File: config.mk
export PLATFORM = sky130hd
export DESIGN_NAME = memory_reader_flat
export DESIGN_NICKNAME = d
export VERILOG_FILES = /design/src/rtl/video_mem_pkg.sv /design/src/rtl/memory_reader_if.sv /design/src/rtl/sync_fifo.sv /design/src/rtl/memory_reader.sv /design/src/flat_wrapper.sv
export SDC_FILE = /design/constraint.sdc
export NUM_CORES = 2
export LEC_CHECK = 0
export BUFFER_PORTS_ARGS = -buffer_cell sky130_fd_sc_hd__buf_4
export CAP_MARGIN = 40
export CORE_ASPECT_RATIO = 1.2
export CORE_UTILIZATION = 62
export CTS_CLUSTER_SIZE = 25
export DETAILED_ROUTE_END_ITERATION = 8
export GPL_ROUTABILITY_DRIVEN = 0
export PLACE_DENSITY = 0.8
export SLEW_MARGIN = 40
export SYNTH_ARGS = -nofsm -noshare
export SYNTH_HDL_FRONTEND = slang
export SYNTH_SLANG_ARGS = --single-unit
File: constraint.sdc
create_clock -name clk -period 7.1 [get_ports clk]
set_clock_uncertainty 0.1 [all_clocks]
set_input_delay 0.71 -clock clk [delete_from_list [all_inputs] [get_ports clk]]
set_output_delay 0.71 -clock clk [all_outputs]
set_load 0.005 [all_outputs]
File: src/rtl/video_mem_pkg.sv
`default_nettype none
// ============================================================================
// Module  : video_mem_pkg
// Purpose : Definitions shared by the frame-buffer reader and writer.
//           - AXI burst-type encodings
//           - read-size helper function
//           - reader FSM state type
// Ports   : none (package)
// Rev     : 1.0  initial release
// ============================================================================
package video_mem_pkg;

  localparam logic [1:0] AXI_BURST_FIXED = 2'b00;
  localparam logic [1:0] AXI_BURST_INCR  = 2'b01;

  typedef enum logic [2:0] {
    ST_IDLE      = 3'd0,
    ST_ISSUE     = 3'd1,
    ST_WAIT_DATA = 3'd2,
    ST_DRAIN     = 3'd3,
    ST_DONE      = 3'd4
  } rd_state_e;

  // Converts a beat width in bits into the AXI size code log2(bytes per beat).
  function automatic logic [2:0] size_from_width(input int unsigned width);
    int unsigned bytes;
    logic [2:0]  sz;
    bytes = width / 8;
    sz    = 3'd0;
    for (int i = 0; i < 8; i++) begin
      if ((32'd1 << i) == bytes) sz = i[2:0];
    end
    return sz;
  endfunction

endpackage
`default_nettype wire

File: src/rtl/memory_reader_if.sv
`default_nettype none
// ============================================================================
// Module  : memory_reader_if
// Purpose : Bus bundle of the frame reader: read-control channel towards the
//           AXI burst master plus the AXI-stream video output.
// Ports   : read channel  start_read, read_addr, read_len, read_size,
//                         read_burst, read_data, read_valid, read_last,
//                         read_ready
//           video stream  m_axis_tdata, m_axis_tvalid, m_axis_tready,
//                         m_axis_tlast, m_axis_tuser
//           modport master = reader side, modport slave = environment side
// Rev     : 1.0  initial release
// ============================================================================
interface memory_reader_if #(
  parameter int DATA_WIDTH = 32,
  parameter int ADDR_WIDTH = 32
);

  logic                  start_read;
  logic [ADDR_WIDTH-1:0] read_addr;
  logic [31:0]           read_len;
  logic [2:0]            read_size;
  logic [1:0]            read_burst;
  logic [DATA_WIDTH-1:0] read_data;
  logic                  read_valid;
  logic                  read_last;
  logic                  read_ready;

  logic [DATA_WIDTH-1:0] m_axis_tdata;
  logic                  m_axis_tvalid;
  logic                  m_axis_tready;
  logic                  m_axis_tlast;
  logic                  m_axis_tuser;

  modport master (
    output start_read, read_addr, read_len, read_size, read_burst, read_ready,
    input  read_data, read_valid, read_last,
    output m_axis_tdata, m_axis_tvalid, m_axis_tlast, m_axis_tuser,
    input  m_axis_tready
  );

  modport slave (
    input  start_read, read_addr, read_len, read_size, read_burst, read_ready,
    output read_data, read_valid, read_last,
    input  m_axis_tdata, m_axis_tvalid, m_axis_tlast, m_axis_tuser,
    output m_axis_tready
  );

endinterface
`default_nettype wire

File: src/rtl/sync_fifo.sv
`default_nettype none
// ============================================================================
// Module  : sync_fifo
// Purpose : Single-clock first-word-fall-through FIFO. The head entry is
//           presented on dout whenever empty is low; a push while full is
//           accepted only together with a pop.
// Ports   : clk, rst_n (async, active-low)
//           push, din      write side
//           pop, dout      read side
//           full, empty    status
//           free_cnt       number of free entries
// Rev     : 1.0  initial release
// ============================================================================
module sync_fifo #(
  parameter int WIDTH = 32,
  parameter int DEPTH = 32
) (
  input  logic                     clk,
  input  logic                     rst_n,
  input  logic                     push,
  input  logic [WIDTH-1:0]         din,
  input  logic                     pop,
  output logic [WIDTH-1:0]         dout,
  output logic                     full,
  output logic                     empty,
  output logic [$clog2(DEPTH):0]   free_cnt
);

  localparam int               c_AW    = $clog2(DEPTH);
  localparam logic [c_AW:0]    c_DEPTH = (c_AW + 1)'(DEPTH);

  logic [WIDTH-1:0] r_mem [DEPTH];
  // Pointers carry one extra wrap bit so full and empty are distinguishable.
  logic [c_AW:0]    r_wr_ptr;
  logic [c_AW:0]    r_rd_ptr;
  logic [c_AW:0]    w_count;
  logic             w_do_push;
  logic             w_do_pop;

  assign w_count   = r_wr_ptr - r_rd_ptr;
  assign empty     = (w_count == '0);
  assign full      = (w_count == c_DEPTH);
  assign free_cnt  = c_DEPTH - w_count;
  assign w_do_pop  = pop & ~empty;
  assign w_do_push = push & (~full | w_do_pop);
  assign dout      = r_mem[r_rd_ptr[c_AW-1:0]];

  always_ff @(posedge clk or negedge rst_n) begin
    if (!rst_n) begin
      r_wr_ptr <= '0;
      r_rd_ptr <= '0;
    end else begin
      if (w_do_push) r_wr_ptr <= r_wr_ptr + 1'b1;
      if (w_do_pop)  r_rd_ptr <= r_rd_ptr + 1'b1;
    end
  end

  // Storage needs no reset: emptiness is tracked by the pointers alone.
  always_ff @(posedge clk) begin
    if (w_do_push) r_mem[r_wr_ptr[c_AW-1:0]] <= din;
  end

endmodule
`default_nettype wire

File: src/rtl/memory_reader.sv
`default_nettype none
// ============================================================================
// Module  : memory_reader
// Purpose : Fetches a stored video frame with INCR read bursts, buffers the
//           returned beats in a FIFO and replays them as an AXI-stream
//           (tuser on the first pixel, tlast at each end of line).
// Ports   : clk, rst_n (async, active-low)
//           frame_ready, base_addr_in, pixels_per_frame, frame_width  frame
//           busy, frame_done                                          status
//           bus (memory_reader_if.master)  read channel + video stream
//           frames_dropped, frames_read   only with MEMORY_READER_STATS_EN
// Macro   : MEMORY_READER_STATS_EN adds the frame statistics outputs.
// Rev     : 1.0  initial release
// ============================================================================
module memory_reader
  import video_mem_pkg::*;
#(
  parameter int DATA_WIDTH = 32,
  parameter int ADDR_WIDTH = 32,
  parameter int BURST_LEN  = 16,
  parameter int FIFO_DEPTH = 32
) (
  input  logic                  clk,
  input  logic                  rst_n,
  input  logic                  frame_ready,
  input  logic [ADDR_WIDTH-1:0] base_addr_in,
  input  logic [31:0]           pixels_per_frame,
  input  logic [15:0]           frame_width,
  output logic                  busy,
  output logic                  frame_done,
`ifdef MEMORY_READER_STATS_EN
  output logic [15:0]           frames_dropped,
  output logic [15:0]           frames_read,
`endif
  memory_reader_if.master       bus
);

  localparam int          c_FAW   = $clog2(FIFO_DEPTH);
  localparam logic [31:0] c_BURST = 32'(BURST_LEN);
  localparam logic [31:0] c_BYTES = 32'(DATA_WIDTH / 8);
  localparam logic [2:0]  c_SIZE  = size_from_width(DATA_WIDTH);

  rd_state_e             r_state;
  rd_state_e             w_next_state;

  logic [ADDR_WIDTH-1:0] r_addr_cnt;
  logic [31:0]           r_remaining;
  logic [31:0]           r_pixels;
  logic [15:0]           r_width;
  logic [31:0]           r_beat_cnt;
  logic [31:0]           r_pix_cnt;
  logic [15:0]           r_col_cnt;
  logic                  r_busy;
  logic                  r_rdy_en;

  logic [31:0]           w_beats;
  logic                  w_issue;
  logic                  w_push;
  logic                  w_pop;
  logic                  w_last_beat;
  logic                  w_full;
  logic                  w_empty;
  logic [c_FAW:0]        w_free;
  logic [DATA_WIDTH-1:0] w_dout;

  // ---------------------------------------------------------------------------
  // Burst sizing and handshakes
  // ---------------------------------------------------------------------------
  assign w_beats     = (r_remaining < c_BURST) ? r_remaining : c_BURST;
  // A burst is only requested once the FIFO can absorb all of it, so the
  // slave never sees read_ready drop in the middle of a burst.
  assign w_issue     = (r_state == ST_ISSUE) && (32'(w_free) >= w_beats);
  assign w_push      = bus.read_valid & bus.read_ready & (r_state == ST_WAIT_DATA);
  assign w_last_beat = (r_beat_cnt == w_beats - 32'd1);
  assign w_pop       = bus.m_axis_tvalid & bus.m_axis_tready;

  // ---------------------------------------------------------------------------
  // FSM
  // ---------------------------------------------------------------------------
  always_ff @(posedge clk or negedge rst_n) begin
    if (!rst_n) r_state <= ST_IDLE;
    else        r_state <= w_next_state;
  end

  always_comb begin
    w_next_state = r_state;
    case (r_state)
      ST_IDLE: begin
        if (frame_ready)
          w_next_state = (pixels_per_frame == 32'd0) ? ST_DRAIN : ST_ISSUE;
      end
      ST_ISSUE: begin
        if (w_issue) w_next_state = ST_WAIT_DATA;
      end
      ST_WAIT_DATA: begin
        // The beat count ends the burst; read_last is only cross-checked.
        if (w_push && w_last_beat)
          w_next_state = ((r_remaining - w_beats) != 32'd0) ? ST_ISSUE : ST_DRAIN;
      end
      ST_DRAIN: begin
        if (r_pix_cnt == r_pixels) w_next_state = ST_DONE;
      end
      ST_DONE: begin
        w_next_state = ST_IDLE;
      end
      default: w_next_state = ST_IDLE;
    endcase
  end

  // ---------------------------------------------------------------------------
  // Datapath
  // ---------------------------------------------------------------------------
  always_ff @(posedge clk or negedge rst_n) begin
    if (!rst_n) begin
      r_addr_cnt  <= '0;
      r_remaining <= '0;
      r_pixels    <= '0;
      r_width     <= '0;
      r_beat_cnt  <= '0;
      r_pix_cnt   <= '0;
      r_col_cnt   <= '0;
      r_busy      <= 1'b0;
    end else begin
      if ((r_state == ST_IDLE) && frame_ready) begin
        r_addr_cnt  <= base_addr_in;
        r_remaining <= pixels_per_frame;
        r_pixels    <= pixels_per_frame;
        r_width     <= frame_width;
        r_busy      <= 1'b1;
      end

      if (w_push) begin
        if (w_last_beat) begin
          r_beat_cnt  <= '0;
          r_addr_cnt  <= r_addr_cnt + ADDR_WIDTH'(w_beats * c_BYTES);
          r_remaining <= r_remaining - w_beats;
        end else begin
          r_beat_cnt  <= r_beat_cnt + 32'd1;
        end
      end

      if (r_state == ST_DONE) begin
        r_pix_cnt <= '0;
        r_col_cnt <= '0;
        r_busy    <= 1'b0;
      end else if (w_pop) begin
        r_pix_cnt <= r_pix_cnt + 32'd1;
        r_col_cnt <= (r_col_cnt == r_width - 16'd1) ? 16'd0 : r_col_cnt + 16'd1;
      end
    end
  end

  // Keeps read_ready low while in reset and for the first cycle after it.
  always_ff @(posedge clk or negedge rst_n) begin
    if (!rst_n) r_rdy_en <= 1'b0;
    else        r_rdy_en <= 1'b1;
  end

  // ---------------------------------------------------------------------------
  // Read-data FIFO
  // ---------------------------------------------------------------------------
  sync_fifo #(
    .WIDTH (DATA_WIDTH),
    .DEPTH (FIFO_DEPTH)
  ) u_fifo (
    .clk      (clk),
    .rst_n    (rst_n),
    .push     (w_push),
    .din      (bus.read_data),
    .pop      (w_pop),
    .dout     (w_dout),
    .full     (w_full),
    .empty    (w_empty),
    .free_cnt (w_free)
  );

  // ---------------------------------------------------------------------------
  // Outputs
  // ---------------------------------------------------------------------------
  assign bus.start_read    = w_issue;
  assign bus.read_addr     = w_issue ? r_addr_cnt : '0;
  assign bus.read_len      = w_issue ? (w_beats - 32'd1) : '0;
  assign bus.read_size     = c_SIZE;
  assign bus.read_burst    = AXI_BURST_INCR;
  assign bus.read_ready    = r_rdy_en & ~w_full;

  // Stream outputs are forced to zero while the FIFO is empty so that they
  // read as zero during reset.
  assign bus.m_axis_tvalid = ~w_empty;
  assign bus.m_axis_tdata  = w_empty ? '0 : w_dout;
  assign bus.m_axis_tlast  = ~w_empty & (r_col_cnt == r_width - 16'd1);
  assign bus.m_axis_tuser  = ~w_empty & (r_pix_cnt == 32'd0);

  assign busy       = r_busy;
  assign frame_done = (r_state == ST_DONE);

`ifdef MEMORY_READER_STATS_EN
  logic [15:0] r_frames_dropped;
  logic [15:0] r_frames_read;

  always_ff @(posedge clk or negedge rst_n) begin
    if (!rst_n) begin
      r_frames_dropped <= '0;
      r_frames_read    <= '0;
    end else begin
      if (frame_ready && r_busy && (r_frames_dropped != 16'hFFFF))
        r_frames_dropped <= r_frames_dropped + 16'd1;
      if (r_state == ST_DONE)
        r_frames_read <= r_frames_read + 16'd1;
    end
  end

  assign frames_dropped = r_frames_dropped;
  assign frames_read    = r_frames_read;
`endif

  // read_last from the slave must coincide with the beat the count ends on.
  property p_last_on_final_beat;
    @(posedge clk) disable iff (!rst_n) w_push |-> (bus.read_last == w_last_beat);
  endproperty
  a_last_on_final_beat: assert property (p_last_on_final_beat);

endmodule
`default_nettype wire
File: src/flat_wrapper.sv
// flat-port wrapper written by rule: the top's interface ports become plain ports
module memory_reader_flat import video_mem_pkg::*;
#(
  parameter int DATA_WIDTH = 32,
  parameter int ADDR_WIDTH = 32,
  parameter int BURST_LEN  = 16,
  parameter int FIFO_DEPTH = 32
)
  (clk, rst_n, frame_ready, base_addr_in, pixels_per_frame, frame_width, busy, frame_done, bus_start_read, bus_read_addr, bus_read_len, bus_read_size, bus_read_burst, bus_read_ready, bus_read_data, bus_read_valid, bus_read_last, bus_m_axis_tdata, bus_m_axis_tvalid, bus_m_axis_tlast, bus_m_axis_tuser, bus_m_axis_tready);
  memory_reader_if #(.DATA_WIDTH(DATA_WIDTH), .ADDR_WIDTH(ADDR_WIDTH)) bus_i ();
  input  logic clk;
  input  logic rst_n;
  input  logic frame_ready;
  input  logic [ADDR_WIDTH-1:0] base_addr_in;
  input  logic [31:0] pixels_per_frame;
  input  logic [15:0] frame_width;
  output logic busy;
  output logic frame_done;
  output wire logic [$bits(bus_i.start_read)-1:0] bus_start_read;
  output wire logic [$bits(bus_i.read_addr)-1:0] bus_read_addr;
  output wire logic [$bits(bus_i.read_len)-1:0] bus_read_len;
  output wire logic [$bits(bus_i.read_size)-1:0] bus_read_size;
  output wire logic [$bits(bus_i.read_burst)-1:0] bus_read_burst;
  output wire logic [$bits(bus_i.read_ready)-1:0] bus_read_ready;
  input wire logic [$bits(bus_i.read_data)-1:0] bus_read_data;
  input wire logic [$bits(bus_i.read_valid)-1:0] bus_read_valid;
  input wire logic [$bits(bus_i.read_last)-1:0] bus_read_last;
  output wire logic [$bits(bus_i.m_axis_tdata)-1:0] bus_m_axis_tdata;
  output wire logic [$bits(bus_i.m_axis_tvalid)-1:0] bus_m_axis_tvalid;
  output wire logic [$bits(bus_i.m_axis_tlast)-1:0] bus_m_axis_tlast;
  output wire logic [$bits(bus_i.m_axis_tuser)-1:0] bus_m_axis_tuser;
  input wire logic [$bits(bus_i.m_axis_tready)-1:0] bus_m_axis_tready;
  assign bus_start_read = bus_i.start_read;
  assign bus_read_addr = bus_i.read_addr;
  assign bus_read_len = bus_i.read_len;
  assign bus_read_size = bus_i.read_size;
  assign bus_read_burst = bus_i.read_burst;
  assign bus_read_ready = bus_i.read_ready;
  assign bus_i.read_data = bus_read_data;
  assign bus_i.read_valid = bus_read_valid;
  assign bus_i.read_last = bus_read_last;
  assign bus_m_axis_tdata = bus_i.m_axis_tdata;
  assign bus_m_axis_tvalid = bus_i.m_axis_tvalid;
  assign bus_m_axis_tlast = bus_i.m_axis_tlast;
  assign bus_m_axis_tuser = bus_i.m_axis_tuser;
  assign bus_i.m_axis_tready = bus_m_axis_tready;
  memory_reader #(.DATA_WIDTH(DATA_WIDTH), .ADDR_WIDTH(ADDR_WIDTH), .BURST_LEN(BURST_LEN), .FIFO_DEPTH(FIFO_DEPTH)) u_core (.clk(clk), .rst_n(rst_n), .frame_ready(frame_ready), .base_addr_in(base_addr_in), .pixels_per_frame(pixels_per_frame), .frame_width(frame_width), .busy(busy), .frame_done(frame_done), .bus(bus_i));
endmodule
Word level (Yosys, flattened, before mapping)

Memories as Yosys holds them, arrays and structs flattened.
Index checks and enable logic that the tools add are counted.

Bitwise gates (word level): 11
Add/subtract/negate cells: 11
Reductions and logical operators: 11
Equality and inequality tests: 12
Order comparisons: 2
Multiplexer cells: 27

Operator list:

| operator                                             | count |
|---|---|
| 2-to-1 mux 32 bit                                    | 13 |
| adder 32 x 1 -> 32 bit (second input constant)       | 2 |
| equality test 32 bit                                 | 2 |
| zero test 32 bit                                     | 2 |
| 2-to-1 mux 16 bit                                    | 3 |
| adder 32 bit                                         | 1 |
| greater-or-equal comparator 6 x 32 -> 1 bit          | 1 |
| < comparator 32 x 5 -> 1 bit (second input constant) | 1 |
| nonzero test 32 bit                                  | 1 |
| subtractor 32 x 1 -> 32 bit (second input constant)  | 1 |
| subtractor 32 bit                                    | 1 |
| adder 16 x 1 -> 16 bit (second input constant)       | 1 |
| equality test 16 bit                                 | 1 |
| subtractor 16 x 1 -> 16 bit (second input constant)  | 1 |
| adder 6 x 1 -> 6 bit (second input constant)         | 2 |
| 2-to-1 mux 3 bit                                     | 4 |
| case mux 3 bit (4 select lines)                      | 1 |
| bitwise AND 1 bit                                    | 8 |
| equality test 3 x 2 -> 1 bit (second input constant) | 2 |
| equality test 6 bit (second input constant)          | 1 |
| zero test 6 bit                                      | 1 |
| subtractor 6 bit                                     | 1 |
| subtractor 6 bit (first input constant)              | 1 |
| 2-to-1 mux 1 bit                                     | 4 |
| other kinds (11)                                     | 18 |

Logic and storage cells: 87
Bits in registers: 209
Input port bits: 118
RAM bits: 1024
Memories kept: 1
Output and inout bits: 108

Memory list:

| memory              | words | bits a word | rd ports | clocked after Yosys merged registers in | write ports | RTL line        | text |
|---|---|---|---|---|---|---|---|
| u_core.u_fifo.r_mem | 32    | 32          | 1        | 0                                       | 1           | sync_fifo.sv:32 | `logic [WIDTH-1:0] r_mem [DEPTH];` |

Longest topological paths before layout

Depth in word-level cells: 9
Gate-level depth with buffers: 24
Depth with buffers taken out: 17

Hierarchy

A second synthesis with hierarchy kept.

Cells, all modules: 3295
Area, all modules: 53532.6 um^2

Modules (own cells, without submodules):

| module        | times used | cells each | seq. area each (um^2) | area each (um^2) |
|---|---|---|---|---|
| sync_fifo     | 1          | 1663       | 31049.8               | 40017.1 |
| memory_reader | 1          | 1632       | 4929.7                | 13515.5 |

Worst setup path before layout

OpenSTA, ideal clock, no wires.

Path type: register -> register
Start point: register u_core.u_fifo.r_rd_ptr[1]
End point: memory u_core.u_fifo.r_mem[27][0] (enable)
Period minus slack after synthesis: 6286 ps
Slack: 814 ps
Library setup time: 461 ps
Data arrival time: 5725 ps
Required time: 6539 ps
Stages on the path, launching flop included: 16
Buffers on the path: 5
Path through: dfrtp_1 clkbuf_1 clkbuf_1 clkbuf_1 inv_1 fa_1 inv_1 ha_1 and2_1 o221ai_1 o21bai_1 and4_1 clkbuf_1 clkbuf_1 nand2_1 nor3_1

Cells in the longest elaborated chain, start to end: 9
Elaborated cells on any way between the ends: 14
Those cells by class: 1 x add/sub; 1 x eq/ne; 2 x mux; 9 x bitwise; 1 x reduce/logical

Ends and longest elaborated chain:

| element                                                | RTL line                                  | text |
|---|---|---|
| start: declaration                                     | sync_fifo.sv:35                           | `logic [c_AW:0] r_rd_ptr;` |
| start signal: assignment                               | sync_fifo.sv:54                           | `if (w_do_pop) r_rd_ptr <= r_rd_ptr + 1'b1;` |
| subtractor 6 bit *                                     | sync_fifo.sv:40                           | `assign w_count = r_wr_ptr - r_rd_ptr;` |
| equality test 6 bit or zero test 6 bit (tied branches) | sync_fifo.sv:42, sync_fifo.sv:41          |  |
| NOT 1 bit, on equally long branches                    | -                                         |  |
| bitwise AND 1 bit, on equally long branches            | memory_reader.sv:185, memory_reader.sv:75 |  |
| bitwise AND 1 bit, on equally long branches            | memory_reader.sv:73, sync_fifo.sv:44      |  |
| bitwise AND 1 bit or OR 1 bit (tied branches)          | memory_reader.sv:73, sync_fifo.sv:45      |  |
| bitwise AND 1 bit *                                    | sync_fifo.sv:45                           | `assign w_do_push = push & (~full \| w_do_pop);` |
| 2-to-1 mux 1 bit *                                     | sync_fifo.sv:60                           | `if (w_do_push) r_mem[r_wr_ptr[c_AW-1:0]] <= din;` |
| 2-to-1 mux 1 bit (not written as such) *               | sync_fifo.sv:60                           |  |
| end: declaration                                       | sync_fifo.sv:32                           |  |

Mark *: on every way between the ends. The rest lies on a longest branch, timed or not.

Worst setup path in the final report

Start point: register u_core.u_fifo.r_rd_ptr[0]
End point: output port bus_read_len[3]

Cells in the longest elaborated chain, start to end: 5

Ends and longest elaborated chain:

| element                                     | RTL line             | text |
|---|---|---|
| subtractor 6 bit                            | sync_fifo.sv:40      |  |
| subtractor 6 bit                            | sync_fifo.sv:43      | `assign free_cnt = c_DEPTH - w_count;` |
| greater-or-equal comparator 6 x 32 -> 1 bit | memory_reader.sv:72  | `assign w_issue = (r_state == ST_ISSUE) && (32'(w_free) >= w_beats);` |
| logical AND 1 bit                           | memory_reader.sv:72  |  |
| 2-to-1 mux 32 bit                           | memory_reader.sv:182 | `assign bus.read_len = w_issue ? (w_beats - 32'd1) : '0;` |
| end: declaration                            | flat_wrapper.sv:21   | `output wire logic [$bits(bus_i.read_len)-1:0] bus_read_len;` |

Every way passes these cells.

==> run summary <==
status -> complete, no violations
Worst Path Required -> 6.29 ns
Yosys cell types -> 95
DRC -> 0
CP Capture Point -> bus_read_len[3]
Synth warnings -> 0
Synth Flop Type -> edfxtp_1
H-tree lvl count -> 3
CTS root buf -> clkbuf_16
cts hold-fix bufs -> 1
LEAKAGE -> 21.0 nW
R2R setup slack -> 1.71 ns
initial antenna violation count -> 3
mapped cell area -> 53200 µm²
most frequent cell after synthesis -> edfxtp_1
Cell Rows -> 117
Synth area leader -> edfxtp_1
Pwr Density -> 377 nW/µm²
Crit Path Category -> flop to output pin
crit path launch -> u_core.u_fifo.r_rd_ptr[0]
Die X-Extent -> 269 µm
post-synthesis register bit count -> 1233
Reg clk slew, reported paths -> 0.06 ns
drt pass-1 iters -> 6
post-route clock period utilization -> 0.805
drt wl/cell -> 29.5 µm
VDD IR max -> 389 µV
# resized after CTS -> 0
total track usage -> 0.329
final wirelength -> 140000 µm
critical-path maximum fanout -> 65
first-pass GRT wire length -> 209000 µm
fin nets -> 3717
latest clock arrival within the worst-skew pair -> 0.69 ns
CTS tree -> done
ANT nets after route -> 0
Clock Sink Count -> 1233
R2R cell count -> 12
actual slew at the worst max-slew pin -> 0.901 ns
Initial Utilization -> 0.626
ys async rst share -> 0.170
multi-input logic area -> 16500 µm²
Area Overhead vs Synth -> 13.5%
post-CTS setup buffer count -> 0
R2R Path Start -> u_core.u_fifo.r_rd_ptr[0]
clk buf depth -> 3
number of global-route vias before repair -> 32.9k
layout filler cell count -> 5103
share of the synthesized area in the top cell type -> 0.579
Slew Limit Fails -> 0
crit path time final -> 5.72 ns
RSZ-0062 raised after global routing -> false
sequential share of the synthesized area -> 0.677
Max Fclk -> 175 MHz
IO buf count -> 219
Max Cap Viol -> 0
CP endpoint kind -> output pin
cell count after synthesis -> 3280
Die Ht -> 323 µm
Slew HR -> 0.398
Min-Delay Path Class -> primary input to flop
CP Launch Type -> flop
routed vias -> 32.0k
register area -> 36000 µm²
critical path arrival -> 4.91 ns
syn_area_per_cell -> 16.2 µm²
Final Hold Viols -> 0
DR vias/cell -> 6.72
synth cell count leaders -> 1024 x edfxtp_1, 365 x nand2_1, 320 x mux4_2, 209 x dfrtp_1, 151 x nor2_1
number of synthesized flops with an enable pin -> 1024
num ports -> 226
core area -> 84900 µm²
initial drt markers -> 3902
ranking of synthesized cells by area -> edfxtp_1 58%, mux4_2 14%, dfrtp_1 9.8%
setup TNS -> 0 ns
layout cells sized above 1 -> 0.236
die area -> 86900 µm²
Final HPWL DP -> 82400 µm
final setup vio count -> 0
Worst R2R End -> u_core.u_fifo.r_mem[20][11]
remaining global-route overflow -> 0
cts bufs inserted -> 111
pin count of the biggest net entering global routing -> 100
overall power -> 22.7 mW
[report_power, final]
part	leakage, nW	internal (mW)	total (mW)	switching (mW)
sequential	11.7	8.31	9.08	0.768
clock	1.79	3.46	6.13	2.67
combinational	7.48	3.58	7.52	3.95
total	21.0	15.3	22.7	7.39
[layout make-up]
cell class / instances / area share
clock buffers: 125 / 0.0478
well taps: 1130 / 0.0234
multi-input cells: 1841 / 0.274
flip-flops and latches: 1233 / 0.597
diodes: 1 / 0.0000415
repair buffers: 300 / 0.0411
inverters: 57 / 0.00359
clock inverters: 78 / 0.0132
[metrics by stage]
step	instance area (µm²)	worst slack, ns	util	std cells	hold WS (ns)
final	60300	1.38	0.710	4765	0.109
after global routing	60300	1.11	0.710	4765	0.106
after CTS	60300	1.10	0.710	4761	0.0790
after detailed placement	56600	1.67	0.666	4557	0.365
after global placement	56300	1.56	0.663	4544	0.357
after floorplan	53300	0.814	-	3310	0.314
[per-layer routing]
layer | GRT usage | part of all wire | vias to the layer above | routed length [µm]
li1 | - | - | 13200 | -
met1 | 0.401 | 0.34 | 16200 | 47500
met2 | 0.565 | 0.51 | 2154 | 71700
met3 | 0.0631 | 0.098 | 459 | 13800
met4 | 0.166 | 0.052 | 4 | 7360
met5 | 0 | 0.00022 | - | 31
[logic make-up after synthesis]
| family | synth area share |
|---|---|
| simple gates | 0.0834 |
| other cells | 0.000141 |
| xor+xnor | 0.0255 |
| buf+inv | 0.0191 |
| flops | 0.677 |
| mux | 0.139 |
| compound gates | 0.0426 |
| fa+ha+maj | 0.0132 |
[registers in the layout (all words and copies together) (netlist names)]
name                    cells
u_core.busy                 1
u_core.r_pixels            32
u_core.u_fifo.r_mem      1024
u_core.r_col_cnt           16
u_core.r_addr_cnt          32
u_core.r_state              3
u_core.u_fifo.r_wr_ptr      6
u_core.r_width             16
u_core.r_remaining         32
u_core.r_pix_cnt           32
u_core.r_rdy_en             1
u_core.u_fifo.r_rd_ptr      6
u_core.r_beat_cnt          32
[how the worst min path moves through the flow]
stage                                end            startpoint  depth (start not counted)
global route          u_core.r_width[12]       frame_width[12]                          3
detailed placement           u_core.busy           u_core.busy                          2
CTS                 u_core.r_addr_cnt[0]       base_addr_in[0]                          3
finish                 u_core.r_width[3]        frame_width[3]                          3
global placement    u_core.r_addr_cnt[1]  u_core.r_addr_cnt[1]                          2
floorplan                    u_core.busy                 rst_n                          0
[critical path, stage by stage (launching register included)]
cell and delay (ns):
dfrtp_4 0.86, ha_1 0.28, inv_1 0.05, fa_1 0.41
xnor2_1 0.30, and2_1 0.18, o221ai_1 0.20, and2_1 0.21
ha_1 0.27, a21o_1 0.11, a21oi_1 0.11, nor2_1 0.16
and3_4 0.55, a21boi_0 0.30, buf_4 0.16
[placed cells by master (no fill, tap or decap), types with 57 or more instances in the layout]
cell type     n
edfxtp_1   1024
nand2_1     365
mux4_2      320
buf_4       277
dfrtp_1     206
a21oi_1     142
nor2_1      123
clkbuf_16   112
xnor2_1     101
o21ai_0      60
and2_1       57
and3_1       57
Power figures use the tool's default switching activity.
